File: config.mk
export PLATFORM = sky130hd
export DESIGN_NAME = mult_error_profiler
export DESIGN_NICKNAME = d
export VERILOG_FILES = /design/src/rtl/mult_error_profiler.sv
export SDC_FILE = /design/constraint.sdc
export NUM_CORES = 1
export LEC_CHECK = 0
export CORE_MARGIN = 1.5
export CORE_UTILIZATION = 47
export CTS_BUF_LIST = sky130_fd_sc_hd__clkbuf_16
export CTS_CLUSTER_DIAMETER = 50
export DETAILED_ROUTE_END_ITERATION = 12
export PLACE_DENSITY = 0.68
export SETUP_SLACK_MARGIN = 0.3
export SYNTH_ARGS = -nofsm -noshare
export SYNTH_HDL_FRONTEND = slang
export SYNTH_SLANG_ARGS = --single-unit
File: constraint.sdc
create_clock -name clk -period 4.3 [get_ports clk]
set_clock_uncertainty 0.1 [all_clocks]
set_input_delay 0.86 -clock clk [delete_from_list [all_inputs] [get_ports clk]]
set_output_delay 0.86 -clock clk [all_outputs]
set_load 0.02 [all_outputs]
File: src/rtl/mult_error_profiler.sv
// mult_error_profiler: sweeps every operand pair of a W-bit unsigned multiplier
// under test, compares each returned product with the exact one, and keeps
// error statistics (count, max/sum of absolute error, first failing pair).
module mult_error_profiler #(
    parameter int W = 2
) (
    input  logic             clk,
    input  logic             rst_n,
    input  logic             start,
    input  logic             abort,
    output logic [W-1:0]     op_a,
    output logic [W-1:0]     op_b,
    input  logic [2*W-1:0]   dut_p,
    output logic             busy,
    output logic             done,
    output logic [2*W:0]     err_count,
    output logic [2*W-1:0]   max_abs_err,
    output logic [4*W-1:0]   sum_abs_err,
    output logic [W-1:0]     first_err_a,
    output logic [W-1:0]     first_err_b,
    output logic             first_err_vld
);

    localparam logic [1:0] S_IDLE  = 2'd0;
    localparam logic [1:0] S_SWEEP = 2'd1;
    localparam logic [1:0] S_DONE  = 2'd2;

    localparam logic [2*W-1:0] IDX_LAST = '1;

    logic [1:0]     state;
    logic [2*W-1:0] idx;
    logic [2*W-1:0] exact;
    logic [2*W-1:0] diff;

    // The operand pair is the sweep index itself; op_b is the low half so it
    // varies fastest.
    assign op_a = idx[2*W-1:W];
    assign op_b = idx[W-1:0];

    // Operands are zero-extended so the product is formed at full 2W width.
    assign exact = {{W{1'b0}}, op_a} * {{W{1'b0}}, op_b};

    // Absolute error as larger minus smaller, so it never wraps.
    // NOTE: every signal written in always_comb gets a default first, so no
    // path can leave it unassigned and infer a latch.
    always_comb begin
        diff = '0;
        if (dut_p >= exact) diff = dut_p - exact;
        else                diff = exact - dut_p;
    end

    // Sweep control and statistics accumulation, one operand pair per cycle.
    // NOTE: sequential state uses non-blocking assignments so every register
    // in this block sees the pre-edge values of the others.
    always_ff @(posedge clk or negedge rst_n) begin
        if (!rst_n) begin
            state         <= S_IDLE;
            idx           <= '0;
            busy          <= 1'b0;
            done          <= 1'b0;
            err_count     <= '0;
            max_abs_err   <= '0;
            sum_abs_err   <= '0;
            first_err_a   <= '0;
            first_err_b   <= '0;
            first_err_vld <= 1'b0;
        end else begin
            case (state)
                S_IDLE, S_DONE: begin
                    // start wins over a simultaneous abort; abort alone is a no-op here.
                    if (start) begin
                        state         <= S_SWEEP;
                        idx           <= '0;
                        busy          <= 1'b1;
                        done          <= 1'b0;
                        err_count     <= '0;
                        max_abs_err   <= '0;
                        sum_abs_err   <= '0;
                        first_err_a   <= '0;
                        first_err_b   <= '0;
                        first_err_vld <= 1'b0;
                    end
                end
                S_SWEEP: begin
                    if (abort) begin
                        // Partial statistics are left as they stand.
                        state <= S_IDLE;
                        idx   <= '0;
                        busy  <= 1'b0;
                    end else begin
                        if (diff != '0) begin
                            err_count   <= err_count + {{(2*W){1'b0}}, 1'b1};
                            sum_abs_err <= sum_abs_err + {{(2*W){1'b0}}, diff};
                            if (diff > max_abs_err) max_abs_err <= diff;
                            if (!first_err_vld) begin
                                first_err_a   <= op_a;
                                first_err_b   <= op_b;
                                first_err_vld <= 1'b1;
                            end
                        end
                        // Terminal pair is accounted on the same edge that ends
                        // the sweep; the index is held rather than wrapped.
                        if (idx == IDX_LAST) begin
                            state <= S_DONE;
                            busy  <= 1'b0;
                            done  <= 1'b1;
                        end else begin
                            idx <= idx + {{(2*W-1){1'b0}}, 1'b1};
                        end
                    end
                end
                default: begin
                    state <= S_IDLE;
                    busy  <= 1'b0;
                end
            endcase
        end
    end

endmodule

* Word-level counts from Yosys, hierarchy flattened
Index checks and enable logic that the tools add are counted.
Word-level totals: output and inout bits 28, input port bits 8, register bits after elaboration 30, logic and storage cells 80
Cells by class: multiplexer cells 41, reductions and logical operators 10, $lt $le $gt $ge 2, add/sub/neg operators 5, multipliers 1, eq/ne operators 11
Operator list (number):
- 4-bit two-way mux | 7
- 8-bit two-way mux | 3
- 2-bit two-way mux | 10
- 4-bit one-hot mux with 2 select lines | 2
- 8-bit one-hot mux with 2 select lines | 1
- 5-bit two-way mux | 3
- 2-bit inequality test, second input constant | 6
- 2-bit one-hot mux with 2 select lines | 3
- 5-bit one-hot mux with 2 select lines | 1
- 5-bit AND reduction | 2
- 8-bit by 4-bit adder with 8-bit output | 1
- 1-bit two-way mux | 8
- 4-bit AND reduction | 2
- 4-bit subtractor | 2
- 3-bit inequality test, second input constant | 2
- 1-bit one-hot mux with 2 select lines | 3
- 5-bit by 1-bit adder with 5-bit output, second input constant | 1
- 4-bit by 1-bit adder with 4-bit output, second input constant | 1
- 4-bit equality test, second input constant | 1
- 4-bit >= comparator | 1
- 4-bit > comparator | 1
- 2-bit by 2-bit multiplier with 4-bit output | 1
- 4-bit nonzero test | 1
- 3-bit AND reduction | 1
- 6 further kinds | 6

* Logic depth before layout (Yosys ltp)
Gate-level depths: netlist of run 1.
word-level depth 8, gate-level depth with buffers 17, mapped depth without buffers 16

* Least setup slack after synthesis of run 1
OpenSTA, ideal clock, no wires.
kind reg2reg, from register idx[2], to register sum_abs_err[6], period minus slack after synthesis 3873 ps, path buffers 0, cell stages (with the launch flop) 16, setup time 121 ps, arrival time 3652 ps, data required time 4079 ps, setup slack 427 ps, path through dfrtp_1 -> and2_1 -> ha_1 -> ha_1 -> inv_1 -> ha_1 -> a21o_4 -> o21ai_0 -> a21oi_1 -> nor4b_4 -> ha_1 -> and2_1 -> a311oi_1 -> nor2_1 -> xor2_1 -> a22o_1
On the way: longest elaborated chain between the ends 7, elaborated cells between the ends (all ways) 12, those cells by class add/sub: 3; mul: 1; order compare: 1; eq/ne: 1; mux: 4; reduce/logical: 2
RTL lines:
- start, declared | line 31 | logic [2*W-1:0] idx;
- start signal, assigned | line 108 | idx <= idx + {{(2*W-1){1'b0}}, 1'b1};
- 2-bit by 2-bit multiplier with 4-bit output (*) | line 41 | assign exact = {{W{1'b0}}, op_a} * {{W{1'b0}}, op_b};
- 4-bit subtractor, or another cell as far along | line 49 | else diff = exact - dut_p;
- 4-bit two-way mux (*) | line 48 | if (dut_p >= exact) diff = dut_p - exact;
- 8-bit by 4-bit adder with 8-bit output | line 93 | sum_abs_err <= sum_abs_err + {{(2*W){1'b0}}, diff};
- 8-bit two-way mux | line 91 | if (diff != '0) begin
- 8-bit two-way mux | line 85 | if (abort) begin
- 8-bit one-hot mux with 2 select lines | line 68 | case (state)
- end signal, assigned | line 93
- end, declared | line 18 | output logic [4*W-1:0] sum_abs_err,
Every way passes the cells marked *; elsewhere a longest branch is shown, timed or not. The select of a mux whose other input is x is not followed. A chain may end at the register's enable or synchronous reset.

* Worst setup path after layout of run 1
from input dut_p[3], to register max_abs_err[2]
On the way: longest elaborated chain between the ends 6, elaborated cells between the ends (all ways) 13, those cells by class add/sub: 2; order compare: 2; eq/ne: 2; mux: 5; reduce/logical: 2
RTL lines:
- start, declared | line 13 | input logic [2*W-1:0] dut_p,
- 4-bit >= comparator | line 48
- 4-bit two-way mux (*) | line 48
- branches (longest 4 deep; another with 4-bit > comparator)
- end signal, assigned | line 94 | if (diff > max_abs_err) max_abs_err <= diff;
- end, declared | line 17 | output logic [2*W-1:0] max_abs_err,
Every way passes the cells marked *. The select of a mux whose other input is x is not followed.

==> results.cfg, run 1 <==
[critical_path]
worst_path_most_repeated_cell = ha_1
reg2regPathDepth = 15
path_class = input pin to flop
rr_startpoint = idx[1]
critPathArrivalTime_ns = 3.91
cp-start-kind = input pin
r2r_slack_ns = 0.56
path_buf_inv = 1
slowest_delay_ns = 0.50
end_kind = flop
reg2reg_to = max_abs_err[2]
path_max_fanout = 9
required_ns = 4.40
cp_cell_sequence = clkdlybuf4s50_1 > ha_1 > a21o_4 > mux2_2 > o22ai_2 > ha_1 > nand2_1 > nor3_1 > a211oi_2 > o311ai_4 > o21bai_2 > a32o_1
path_delay_family = compound AO/OA/AOI/OAI gates
slowest_stage = ha_1

[timing]
period_minus_slack_ns = 3.81
tightest_slew_ns = 0.626
drv_slew = 0
fin_crit_sh_pct = 88.5
rsz0062_at_grt = false
setup_tns_ns = 0
setup_viol = 0
fmax_mhz = 263
relSlewSlack_pct = 58.1
timing.final.ws_setup_ns = 0.495
whs_ns = 0.400
finalHoldViolations = 0

[layout]
area_growth_pct = 32.2
fin_area_um2 = 2710
num-fill-cells = 327
layout-drive-gt1-share_pct = 17.3
register_area_um2 = 751
diodes = 0
layout_commonest_cell = clkdlybuf4s50_1
mostFrequentLayoutCells = 33 x clkdlybuf4s50_1, 30 x dfrtp_1, 22 x nand2_1
multiInputGateArea_um2 = 1290
finish.net_count = 278
fin_cells = 299
fin_util_pct = 66.4

[placement]
place.gp.congestion = 0.923
dp_hpwl_mm = 3.60
dp_slack_ns = -0.189
place_area_um2 = 2460
io_buffers = 35
dp_cells = 288

[detailed_routing]
dr.pass1.iters = 4
routed_wirelength_mm = 4.99
route.detailed.drc = 0
via_per_inst = 6.10
final_antenna_net_count = 0
wl_per_cell_um = 16.7
drt-initial-drc-count = 146
vias = 1824

[hold_path]
holdPathStages = 2
min_path_type = flop to flop
hold_path_end = done
hp-start = done

[synth]
yosys_warnings = 0
netlist_area_um2 = 2050
synth_cell_types = 48
synth_edf_count = 0
ys.flop_type = dfrtp_1
syn_nets = 230
yosysSeqAreaShare_pct = 36.6
avgSynthCellArea_um2 = 10.2
async_flop_share_pct = 100
syn_inst = 202
synth_seq_cells = 30

[clock_network]
clk_latency_ns = 0.27
cts_root_buf = clkbuf_16
cts_buffers = 5
cts_tree = done
clk_pin_slew_ns = 0.05
cts.sinks = 30
cts_buffer_depth = 2
cts_max_level = 2

[global_routing]
grt_start_max_net_pins = 31
grt_pass1_wl_mm = 8.73
gr-usage-all-layers_pct = 22.6
grt_pass1_vias = 1895
antenna_found_initial = 0
overflow = 0

[job]
drv_cap = 0

[pwr]
vdd_drop_max_v = 0.000323
report.power.total_mw = 1.28
power-per-cell-area_nw_per_um2 = 472
cellLeakagePower_nw = 1.21

[die]
die-area_um2 = 4770
ioPinCount = 36
start_util_pct = 50.2
die_y_um = 69.1
die_w_um = 69.1
coreArea_um2 = 4090
row_count = 23

[run_status]
outcome = completed
[synth_stat cells (2+ instances only)]
cell type	instances	area [um2]
a21oi_1	6	30.0
a31oi_1	3	18.8
a211oi_1	2	15.0
dfrtp_1	30	751
and2_1	5	31.3
fa_1	2	40.0
nand3_1	5	25.0
nor2_1	8	30.0
nor3_1	5	25.0
xor2_1	4	35.0
o221ai_1	2	17.5
o21ai_0	12	60.1
ha_1	18	225
a32o_1	5	50.1
inv_1	14	52.6
xnor2_1	2	17.5
nor2b_1	5	31.3
buf_6	3	33.8
a21o_1	3	22.5
nand2_1	22	82.6
a22o_1	13	114
o22ai_2	2	25.0
mux2_2	2	22.5
nand2b_1	5	31.3
[registers in the layout, indices dropped and copies added, names as in the netlist]
name / count
sum_abs_err: 8
err_count: 5
idx: 4
max_abs_err: 4
first_err_a: 2
first_err_b: 2
state: 2
busy: 1
done: 1
first_err_vld: 1
[logic make-up after synthesis]
group,count (synthesis),share of synthesized area (%)
AOI/OAI and AO/OA,64,26.4
muxes,2,1.10
and+or+nand+nor,62,15.9
adders and majority gates,20,12.9
buffers and inverters,18,4.58
xor gates and xnor gates,6,2.56
DFF,30,36.6
[worst min-delay path, cell delays in order, from the launching register on]
cell     delay (ns)
dfrtp_1        0.35
nand2_1        0.05
nand2_1        0.06
[power by group]
group          internal, mW  switching (mW)
Clock                 0.204           0.108
Sequential            0.338          0.0659
Combinational         0.270           0.293
[worst max-delay path by stage]
| stage | cells past startpoint | slack [ns] | to | start |
|---|---|---|---|---|
| 5_1_grt | 15 | 0.32 | max_abs_err[2] | idx[1] |
| 3_3_place_gp | 14 | 0.07 | max_abs_err[3] | dut_p[0] |
| 4_1_cts | 14 | 0.32 | max_abs_err[2] | dut_p[1] |
| 6_report | 12 | 0.49 | max_abs_err[2] | dut_p[3] |
| 3_5_place_dp | 15 | -0.19 | max_abs_err[2] | dut_p[0] |
| 2_1_floorplan | 15 | 0.43 | sum_abs_err[6] | idx[2] |
[metal layers]
metal	vias up	global-route usage [%]	routed length, um	part of all wire [%]
met5	-	0	0	0
met3	13	5.99	245	4.9
met4	0	10.0	132	2.6
met2	56	37.7	2450	49
li1	840	-	-	-
met1	915	27.3	2160	43
[timing repair]
action | CTS | global route
setup buffers | 2 | 3
hold buffers | 0 | 0
gates cloned | 0 | 0
setup endpoints to repair | 5 | 8
resized for setup | 11 | 5
pin swaps | 10 | 10
[cell type report]
class | count | share of cell area, %
multi-input combinational | 154 | 47.4
sequential | 30 | 27.7
timing repair buffer | 45 | 15.9
clock buffer | 5 | 4.61
tap | 50 | 2.31
inverter | 14 | 1.94
clock inverter | 1 | 0.138
No activity file was read; power rests on OpenSTA's default activity.
==> run 2, diff against run 1 <==
Settings changed: CTS_BUF_LIST sky130_fd_sc_hd__clkbuf_16 to sky130_fd_sc_hd__clkbuf_4 sky130_fd_sc_hd__clkbuf_8.
==> results.cfg, run 2 (synthesis gave the netlist of run 1 again) <==
[run_status]
outcome = completed

[pwr]
clkPwrFrac_pct = 18.7
p_comb_share_pct = 47.4
power_frac_seq_pct = 33.9
power-per-cell-area_nw_per_um2 = 444
swShare_pct = 38.4
vdd_drop_max_v = 0.000205
power.net_switching_mw = 0.456
cellLeakagePower_nw = 1.20
p_int_mw = 0.731

[layout]
finish.net_count = 279
layout-drive-gt1-share_pct = 18.0
area_growth_pct = 30.3
mostFrequentLayoutCells = 33 x clkdlybuf4s50_1, 30 x dfrtp_1, 22 x nand2_1
reg_top3 = sum_abs_err x8, err_count x5
num-fill-cells = 330
diodes = 0
largest_register_ff_count = 8
largest-register = sum_abs_err
layout_commonest_cell = clkdlybuf4s50_1

[global_routing]
grt_start_max_net_pins = 31
grt_pass1_wl_mm = 8.63
overflow = 0
grt_pass1_vias = 1864
antenna_found_initial = 0
gr-usage-all-layers_pct = 22.3

[job]
drv_cap = 0

[timing]
fin_crit_sh_pct = 88.4
setup_viol = 0
timing.final.ws_setup_ns = 0.499
rsz0062_at_grt = false
finalHoldViolations = 0
tightest_slew_ns = 0.624
setup_tns_ns = 0
drv_slew = 0
fmax_mhz = 263
relSlewSlack_pct = 58.2
period_minus_slack_ns = 3.80

[critical_path]
required_ns = 4.41
slowest_stage = ha_1
critPathArrivalTime_ns = 3.92
end_kind = flop
path_class = input pin to flop
slowest_delay_ns = 0.50
cp_cell_sequence = clkdlybuf4s50_1 > ha_1 > a21o_4 > mux2_2 > o22ai_2 > ha_1 > nand2_1 > nor3_1 > a211oi_2 > o311ai_4 > o21bai_2 > a32o_1
path_max_fanout = 9
path_buf_inv = 1
cp-start-kind = input pin
path_delay_family = compound AO/OA/AOI/OAI gates
worst_path_most_repeated_cell = ha_1

[detailed_routing]
final_antenna_net_count = 0
drt-initial-drc-count = 110
drt-met1-wl_mm = 2.18
wl_per_cell_um = 16.7
route.detailed.drc = 0
dr.pass1.iters = 4
dr_wl_met2_mm = 2.46
vias = 1830
via_per_inst = 6.10
routed_wirelength_mm = 5.01
top_layer_used = met4
wl_met3_um = 237

[clock_network]
cts_buffers = 5
cts_max_level = 2
cts_root_buf = clkbuf_8
cts_buffer_depth = 2
clk_latency_ns = 0.28
ctsHoldBuffers = 0
cts.sinks = 30
cts_tree = done
clk_pin_slew_ns = 0.06

[die]
ioPinCount = 36
coreArea_um2 = 4090
die_w_um = 69.1
die-area_um2 = 4770
die_y_um = 69.1
start_util_pct = 50.2
row_count = 23

[placement]
io_buffers = 35
place.gp.congestion = 0.923
dp_slack_ns = -0.189
dp_hpwl_mm = 3.60

[hold_path]
min_path_type = flop to flop
run 2: worst reg2reg max path: stages (launching register included):
cell      delay, ns
dfrtp_1        0.48
and2_1         0.18
ha_1           0.14
ha_1           0.13
inv_1          0.04
ha_1           0.49
a21o_4         0.20
mux2_2         0.34
o22ai_2        0.25
ha_1           0.31
nand2_1        0.09
nor3_1         0.06
a211oi_2       0.31
o311ai_4       0.19
o21bai_2       0.24
a32o_1         0.16
run 2: cell type report:
class	count	area, um2	area share [%]
Tap cell	50	62.6	2.34
Timing Repair Buffer	46	438	16.4
Clock buffer	6	82.6	3.09
Multi-Input combinational cell	154	1290	48.1
Sequential cell	30	751	28.1
Inverter	14	52.6	1.97
run 2: worst paths after layout:
| path | from | end | slack [ns] | cells past startpoint |
|---|---|---|---|---|
| worst max-delay path | dut_p[3] | max_abs_err[2] | 0.50 | 12 |
| worst min-delay path | done | done | 0.41 | 2 |
| worst max register to register | idx[1] | max_abs_err[2] | 0.54 | 15 |
| worst min register to register | done | done | 0.41 | 2 |
| max in group asynchronous | rst_n | idx[2] | 2.96 | 2 |
| min in group asynchronous | rst_n | err_count[0] | 0.86 | 2 |
run 2: per-stage QoR:
stage                     std cells  cell area (um2)  hold slack (ns)  util [%]  power, mW
after floorplan                 202             2050            0.420         -      0.705
after global placement          288             2460            0.372      60.2      0.877
after detailed placement        288             2460            0.375      60.2      0.897
after CTS                       296             2620            0.400      64.2       1.18
after global routing            300             2670            0.415      65.4       1.26
final                           300             2670            0.406      65.4       1.19
run 2: timing repair:
action                                 4_1_cts  5_1_grt
endpoints found under the hold margin        0        0
setup endpoints to repair                    5        8
pin swaps                                   10       10
setup buffers                                2        4
gates resized for setup                     10        6
run 2: power by group through the flow:
stage,Combinational (mW),Clock (mW),Sequential [mW]
finish,0.563,0.222,0.402
global route,0.609,0.243,0.410
CTS,0.554,0.227,0.400
global placement,0.476,0,0.401
detailed placement,0.493,0,0.404
floorplan,0.249,0,0.457
run 2: per-layer routing:
layer	vias to the layer above	global-route usage (%)
li1	840	-
met1	929	27.4
met3	12	5.85
met4	0	9.37
met5	-	0
met2	49	37.1
